===== config.mk =====
export PLATFORM = sky130hd
export DESIGN_NAME = fb_arbiter
export DESIGN_NICKNAME = d
export VERILOG_FILES = /design/src/rtl/fb_pkg.sv /design/src/rtl/fb_wfifo.sv /design/src/rtl/fb_arbiter.sv
export SDC_FILE = /design/constraint.sdc
export NUM_CORES = 1
export LEC_CHECK = 0
export BUFFER_PORTS_ARGS = -buffer_cell sky130_fd_sc_hd__buf_4
export CAP_MARGIN = 40
export CORE_ASPECT_RATIO = 1.1
export CORE_MARGIN = 3
export CORE_UTILIZATION = 49
export CTS_CLUSTER_SIZE = 20
export DETAILED_ROUTE_END_ITERATION = 6
export GPL_TIMING_DRIVEN = 0
export PLACE_DENSITY_LB_ADDON = 0.25
export SETUP_SLACK_MARGIN = 0.3
export SLEW_MARGIN = 20
export SYNTH_ARGS = -nofsm -noshare
export SYNTH_HDL_FRONTEND = slang
export SYNTH_SLANG_ARGS = --single-unit

===== constraint.sdc =====
create_clock -name clk -period 3.18 [get_ports clk]
set_input_delay 0.636 -clock clk [delete_from_list [all_inputs] [get_ports clk]]
set_output_delay 0.636 -clock clk [all_outputs]
set_load 0.005 [all_outputs]

===== src/rtl/fb_pkg.sv =====
// Shared definitions for the frame buffer arbiter.
//   FB_ADDR_W / FB_DATA_W : frame buffer address ({row, col}) and pixel ({R, G, B}) widths
//   fb_state_t            : arbiter FSM state encoding
//   fb_wentry_t           : one posted host write, {addr, data}
package fb_pkg;

  localparam int FB_ADDR_W = 16;
  localparam int FB_DATA_W = 24;

  typedef enum logic [1:0] {
    FSM_IDLE  = 2'd0,
    FSM_DRAIN = 2'd1,
    FSM_RD    = 2'd2
  } fb_state_t;

  typedef struct packed {
    logic [FB_ADDR_W-1:0] addr;
    logic [FB_DATA_W-1:0] data;
  } fb_wentry_t;

endpackage


===== src/rtl/fb_wfifo.sv =====
// Small synchronous FIFO holding posted host writes.
//   clk, reset_n      : clock, synchronous active-low reset (empties the FIFO)
//   push, push_data   : enqueue one entry (ignored when full)
//   pop               : dequeue the head entry (ignored when empty)
//   head              : current head entry, combinational, valid when !empty
//   full, empty       : derived from the occupancy count
//   level             : number of occupied entries
module fb_wfifo #(
  parameter int DEPTH = 4,
  parameter int WIDTH = 40,
  localparam int PTR_W = $clog2(DEPTH),
  localparam int LVL_W = PTR_W + 1
) (
  input  logic             clk,
  input  logic             reset_n,
  input  logic             push,
  input  logic [WIDTH-1:0] push_data,
  input  logic             pop,
  output logic [WIDTH-1:0] head,
  output logic             full,
  output logic             empty,
  output logic [LVL_W-1:0] level
);

  logic [WIDTH-1:0] mem_reg [DEPTH];
  logic [PTR_W-1:0] wr_ptr_reg;
  logic [PTR_W-1:0] rd_ptr_reg;
  logic [LVL_W-1:0] count_reg;
  logic             do_push;
  logic             do_pop;

  assign full    = (count_reg == LVL_W'(DEPTH));
  assign empty   = (count_reg == '0);
  assign level   = count_reg;
  assign do_push = push && !full;
  assign do_pop  = pop && !empty;

  // The head is read combinationally: the drain write goes out on the
  // frame buffer port in the same cycle it is popped.
  assign head = mem_reg[rd_ptr_reg];

  // Storage carries no reset; only the pointers and count define validity.
  always_ff @(posedge clk) begin
    if (do_push) begin
      mem_reg[wr_ptr_reg] <= push_data;
    end
  end

  // DEPTH is a power of two, so the pointers wrap naturally.
  always_ff @(posedge clk) begin
    if (!reset_n) begin
      wr_ptr_reg <= '0;
      rd_ptr_reg <= '0;
      count_reg  <= '0;
    end else begin
      if (do_push) begin
        wr_ptr_reg <= wr_ptr_reg + 1'b1;
      end
      if (do_pop) begin
        rd_ptr_reg <= rd_ptr_reg + 1'b1;
      end
      case ({do_push, do_pop})
        2'b10:   count_reg <= count_reg + 1'b1;
        2'b01:   count_reg <= count_reg - 1'b1;
        default: count_reg <= count_reg;
      endcase
    end
  end

endmodule


===== src/rtl/fb_arbiter.sv =====
// Single-port frame buffer arbiter shared between the VGA refresh reader and
// a host port.
//   clk, reset_n                 : pixel clock, synchronous active-low reset
//   vc_request, vc_*_address     : VGA read request, always served the same cycle
//   vc_read_data                 : pixel for the VGA (fb_rdata passed through)
//   host_req/we/addr/wdata       : host command, accepted on host_req && host_ready
//   host_ready                   : command can be accepted this cycle
//   host_rvalid, host_rdata      : one-cycle read return pulse, data held until next return
//   fb_en/we/addr/wdata, fb_rdata: frame buffer port (asynchronous read data)
//   wfifo_level                  : occupancy of the posted write FIFO
module fb_arbiter
  import fb_pkg::*;
#(
  parameter int WFIFO_DEPTH = 4,
  parameter int ADDR_W      = FB_ADDR_W,
  parameter int DATA_W      = FB_DATA_W,
  localparam int LVL_W      = $clog2(WFIFO_DEPTH) + 1
) (
  input  logic              clk,
  input  logic              reset_n,
  input  logic              vc_request,
  input  logic [7:0]        vc_col_address,
  input  logic [7:0]        vc_row_address,
  output logic [DATA_W-1:0] vc_read_data,
  input  logic              host_req,
  input  logic              host_we,
  input  logic [ADDR_W-1:0] host_addr,
  input  logic [DATA_W-1:0] host_wdata,
  output logic              host_ready,
  output logic              host_rvalid,
  output logic [DATA_W-1:0] host_rdata,
  output logic              fb_en,
  output logic              fb_we,
  output logic [ADDR_W-1:0] fb_addr,
  output logic [DATA_W-1:0] fb_wdata,
  input  logic [DATA_W-1:0] fb_rdata,
  output logic [LVL_W-1:0]  wfifo_level
);

  fb_state_t         state_reg, state_next;
  logic [ADDR_W-1:0] rd_addr_reg, rd_addr_next;
  logic              host_rvalid_reg;
  logic [DATA_W-1:0] host_rdata_reg;

  fb_wentry_t        wf_in;
  fb_wentry_t        wf_head;
  logic              wf_push;
  logic              wf_pop;
  logic              wf_full;
  logic              wf_empty;
  logic              rd_grant;
  logic              drained;

  assign wf_in = '{addr: host_addr, data: host_wdata};

  fb_wfifo #(
    .DEPTH (WFIFO_DEPTH),
    .WIDTH ($bits(fb_wentry_t))
  ) u_wfifo (
    .clk       (clk),
    .reset_n   (reset_n),
    .push      (wf_push),
    .push_data (wf_in),
    .pop       (wf_pop),
    .head      (wf_head),
    .full      (wf_full),
    .empty     (wf_empty),
    .level     (wfifo_level)
  );

  assign vc_read_data = fb_rdata;
  assign host_rvalid  = host_rvalid_reg;
  assign host_rdata   = host_rdata_reg;

  // FIFO is empty at the end of this cycle once this cycle's pop is counted.
  assign drained = (wfifo_level == LVL_W'(wf_pop));

  // Port mux: VGA first, then a pending host read, then the write drain.
  always_comb begin
    fb_en    = 1'b0;
    fb_we    = 1'b0;
    fb_addr  = '0;
    fb_wdata = '0;
    wf_pop   = 1'b0;
    rd_grant = 1'b0;
    if (vc_request) begin
      fb_en   = 1'b1;
      fb_addr = {vc_row_address, vc_col_address};
    end else if (state_reg == FSM_RD) begin
      fb_en    = 1'b1;
      fb_addr  = rd_addr_reg;
      rd_grant = 1'b1;
    end else if (!wf_empty) begin
      fb_en    = 1'b1;
      fb_we    = 1'b1;
      fb_addr  = wf_head.addr;
      fb_wdata = wf_head.data;
      wf_pop   = 1'b1;
    end
  end

  // A read waits in DRAIN until every earlier posted write has reached
  // memory, so it always observes the latest write to its address.
  always_comb begin
    state_next   = state_reg;
    rd_addr_next = rd_addr_reg;
    host_ready   = 1'b0;
    wf_push      = 1'b0;
    case (state_reg)
      FSM_IDLE: begin
        host_ready = host_we ? !wf_full : 1'b1;
        if (host_req && host_ready) begin
          if (host_we) begin
            wf_push = 1'b1;
          end else begin
            rd_addr_next = host_addr;
            state_next   = drained ? FSM_RD : FSM_DRAIN;
          end
        end
      end
      FSM_DRAIN: begin
        if (drained) begin
          state_next = FSM_RD;
        end
      end
      FSM_RD: begin
        if (rd_grant) begin
          state_next = FSM_IDLE;
        end
      end
      default: state_next = FSM_IDLE;
    endcase
  end

  always_ff @(posedge clk) begin
    if (!reset_n) begin
      state_reg       <= FSM_IDLE;
      rd_addr_reg     <= '0;
      host_rvalid_reg <= 1'b0;
      host_rdata_reg  <= '0;
    end else begin
      state_reg       <= state_next;
      rd_addr_reg     <= rd_addr_next;
      host_rvalid_reg <= rd_grant;
      if (rd_grant) begin
        host_rdata_reg <= fb_rdata;
      end
    end
  end

endmodule


==> impl_summary.txt <==
----------------------------------------------------
[Final layout]
  Fill cells ... 1241
  Most common cell after layout, fill and taps aside ... sky130_fd_sc_hd__buf_4
  Total area of sequential cells ... 5852 um^2
  # diodes ... 0
  Multi-input gate area in the final layout ... 2226 um^2
  Core occupancy in the finished layout ... 0.6479
  Flip-flop count of the largest register after layout ... 160
  Commonest cells after routing, fill and taps aside ... 206 x sky130_fd_sc_hd__buf_4, 160 x sky130_fd_sc_hd__edfxtp_1, 47 x sky130_fd_sc_hd__dfxtp_1
  Share of final-layout standard cells stronger than drive strength 1 ... 0.4032
  Post-layout nets ... 826
  Area grow syn2layout ... 27.45%

[Yosys]
  Distinct cell type count of the synthesized netlist ... 39
  Post-synthesis xor/xnor area fraction ... 0.002074
  EDFF count, synth ... 160
  Synthesized-area fraction occupied by adder cells ... 0.009778
  Sequential-to-total area share from yosys stat ... 0.6921
  Syn_area_per_cell ... 15.79 um^2
  Proportion of synthesized area in mux cells ... 0.1387
  Summed instance area of the synthesized netlist ... 8446 um^2
  Dominant combinational cell family by area after synthesis ... multiplexers
  Number of register bits inferred by synthesis ... 212
  Yosys warns ... 0
  Area share of the largest cell type after synthesis ... 0.5689
  Cell accounting for the most synthesized area ... sky130_fd_sc_hd__edfxtp_1
  Number of nets produced by synthesis ... 626
  Proportion of synthesized flip-flops having asynchronous set or reset ... 0
  Simple-gate area share of the yosys netlist ... 0.06770
  Cells taking the most area after synthesis ... sky130_fd_sc_hd__edfxtp_1 57%, sky130_fd_sc_hd__dfxtp_1 12%, sky130_fd_sc_hd__mux4_2 11%, sky130_fd_sc_hd__mux2i_1 3.2%, sky130_fd_sc_hd__buf_4 2.5%
  Main synth FF type ... sky130_fd_sc_hd__edfxtp_1
  Compound-cell area share of the yosys netlist ... 0.04148
  Cell count after synthesis ... 535

[Detailed routing]
  Post-route DRC violation count ... 0
  Routed vias/inst ... 5.197
  Mean routed wirelength per cell ... 18.79 um
  Routed Wire Length ... 18380 um
  Total iterations of the first detailed-routing run ... 5
  Post-route antenna net violation count ... 0
  Drt first-iter violations ... 260
  Via total after detailed routing ... 5083

[CTS]
  CTS max path bufs ... 3
  Insertion delay to the later sink of the worst-skew pair ... 480 ps
  Total number of H-tree levels ... 1
  Number of sinks on the clock net ... 212
  Clock transition at the registers of the reported paths ... 60 ps
  TritonCTS buffer count ... 21
  CTS Root Buffer Type ... sky130_fd_sc_hd__clkbuf_16
  Clock tree from TritonCTS ... built

[Global routing]
  Pin count of the biggest net entering global routing ... 41
  Leftover overflow at the end of global routing ... 0
  Antenna violations before repair ... 0
  First-pass GRT wire length ... 28750 um
  GRT Util Overall ... 0.1940
  Vias in the first global route ... 5341

[Power]
  Final Power ... 6932 uW
  Power density cells ... 644.0 nW/um^2
  Max VDD drop ... 0.3212 mV
  Static leakage power ... 0.004016 uW

[Worst setup path]
  Critical Path AT ... 2180 ps
  CP Data Required Time ... 2540 ps
  Type of the setup path with the least slack ... flip-flop to primary output
  Crit path capture type ... primary output
  Critical-path maximum fanout ... 10
  Critical Path Source Type ... flip-flop

[Flow run]
  Number of max-cap violations ... 0

[Die]
  Rows ... 49
  DIE HEIGHT ... 143.7 um
  Core area ... 16610 um^2
  Total die area ... 18850 um^2
  I/O pin cnt ... 180
  Starting density of the core ... 0.5083
  Die Width ... 131.2 um

[Place]
  Routability Congestion ... 0.7684
  Hpwl dp ... 12250 um
  Port bufs ... 177

[STA]
  Worst Skew ... 10.74 ps
  Slew at the pin closest to its max-slew limit ... 717.8 ps
  Remaining max-slew budget at the tightest pin ... 0.5175
  Final period utilization ... 0.8841
  Unrepaired setup endpoints after global routing ... true
  Peak clock frequency supported by timing ... 355.7 MHz
  Final setup violation count ... 0
  Worst Hold Margin ... 356.8 ps
  Final Max Tran Viols ... 0
  Final worst path period need ... 2811 ps
  Hold violation count in the final report ... 0

[Outcome]
  Status ... finished, final reports clean

[Min path]
  Hold Crit Class ... input pin to flip-flop

----------------------------------------------------
## cell type report
| class | count | area share |
|---|---|---|
| Clock inverter | 7 | 0.002906 |
| Sequential cell | 212 | 0.5436 |
| Multi-Input combinational cell | 246 | 0.2068 |
| Clock buffer | 30 | 0.05591 |
| Tap cell | 229 | 0.02662 |
| Buffer | 52 | 0.03173 |
| Inverter | 25 | 0.008950 |
| Timing Repair Buffer | 177 | 0.1234 |
## kinds of logic after synthesis
family                     Yosys count
AOI/OAI and AO/OA                   59
xor gates and xnor gates             2
adders and majority gates            6
buffers and inverters               77
DFF                                212
muxes                               67
and+or+nand+nor                    112
## report_power, final
part | leakage, uW | internal, uW | switching (uW)
Sequential | 0.00188 | 3140 | 80.2
Combinational | 0.00183 | 778 | 665
Clock | 0.000314 | 1310 | 954
## worst max-delay path: stages (launching register included)
cell,delay (ps)
sky130_fd_sc_hd__dfxtp_2,460
sky130_fd_sc_hd__nor2b_4,90
sky130_fd_sc_hd__or3_1,310
sky130_fd_sc_hd__buf_2,200
sky130_fd_sc_hd__buf_4,210
sky130_fd_sc_hd__o21ai_1,260
sky130_fd_sc_hd__buf_4,160
## timing repair
action	CTS	global route
resized for setup	10	14
buffers inserted	0	0
cloned	0	0
setup endpoints to repair	41	39
hold buffers	0	0
## through the flow
| stage | TNS [ps] | setup WS, ps | instance area [um^2] | cells |
|---|---|---|---|---|
| 6_report | 0 | 368.5 | 10760 | 978 |
| 5_1_grt | 0 | 280.5 | 10760 | 978 |
| 4_1_cts | 0 | 305.1 | 10740 | 978 |
| 3_5_place_dp | 0 | 133.5 | 10070 | 941 |
| 3_3_place_gp | -53710 | -355.9 | 10060 | 941 |
| 2_1_floorplan | 0 | 489.7 | 8446 | 535 |
## Yosys cell counts (8+ instances only)
| cell | number |
|---|---|
| sky130_fd_sc_hd__a21oi_1 | 20 |
| sky130_fd_sc_hd__edfxtp_1 | 160 |
| sky130_fd_sc_hd__buf_4 | 28 |
| sky130_fd_sc_hd__a22oi_1 | 16 |
| sky130_fd_sc_hd__o21ai_0 | 9 |
| sky130_fd_sc_hd__inv_1 | 23 |
| sky130_fd_sc_hd__mux4_2 | 40 |
| sky130_fd_sc_hd__dfxtp_1 | 52 |
| sky130_fd_sc_hd__clkbuf_1 | 14 |
| sky130_fd_sc_hd__nor2_1 | 28 |
| sky130_fd_sc_hd__and2_1 | 29 |
| sky130_fd_sc_hd__nand2_1 | 39 |
| sky130_fd_sc_hd__mux2i_1 | 27 |
| sky130_fd_sc_hd__buf_2 | 8 |
| sky130_fd_sc_hd__o21ai_1 | 9 |
## final timing paths
path	end	from	depth (start not counted)	slack, ps
min reg2reg	rd_addr_reg[6]	rd_addr_reg[6]	2	450
max reg2reg	u_wfifo.level[2]	state_reg[0]	11	440
min	u_wfifo.mem_reg[0][11]	host_wdata[11]	1	360
max	fb_addr[6]	state_reg[0]	6	370
## layer usage
metal  global-route usage  share of wire  vias up
met1               0.2429           0.40     2495
met3              0.04482          0.076       18
met2               0.3496           0.51      203
li1                     -              -     2367
met5                    0              0        -
met4              0.04367          0.015        0
Power figures use the tool's default switching activity.
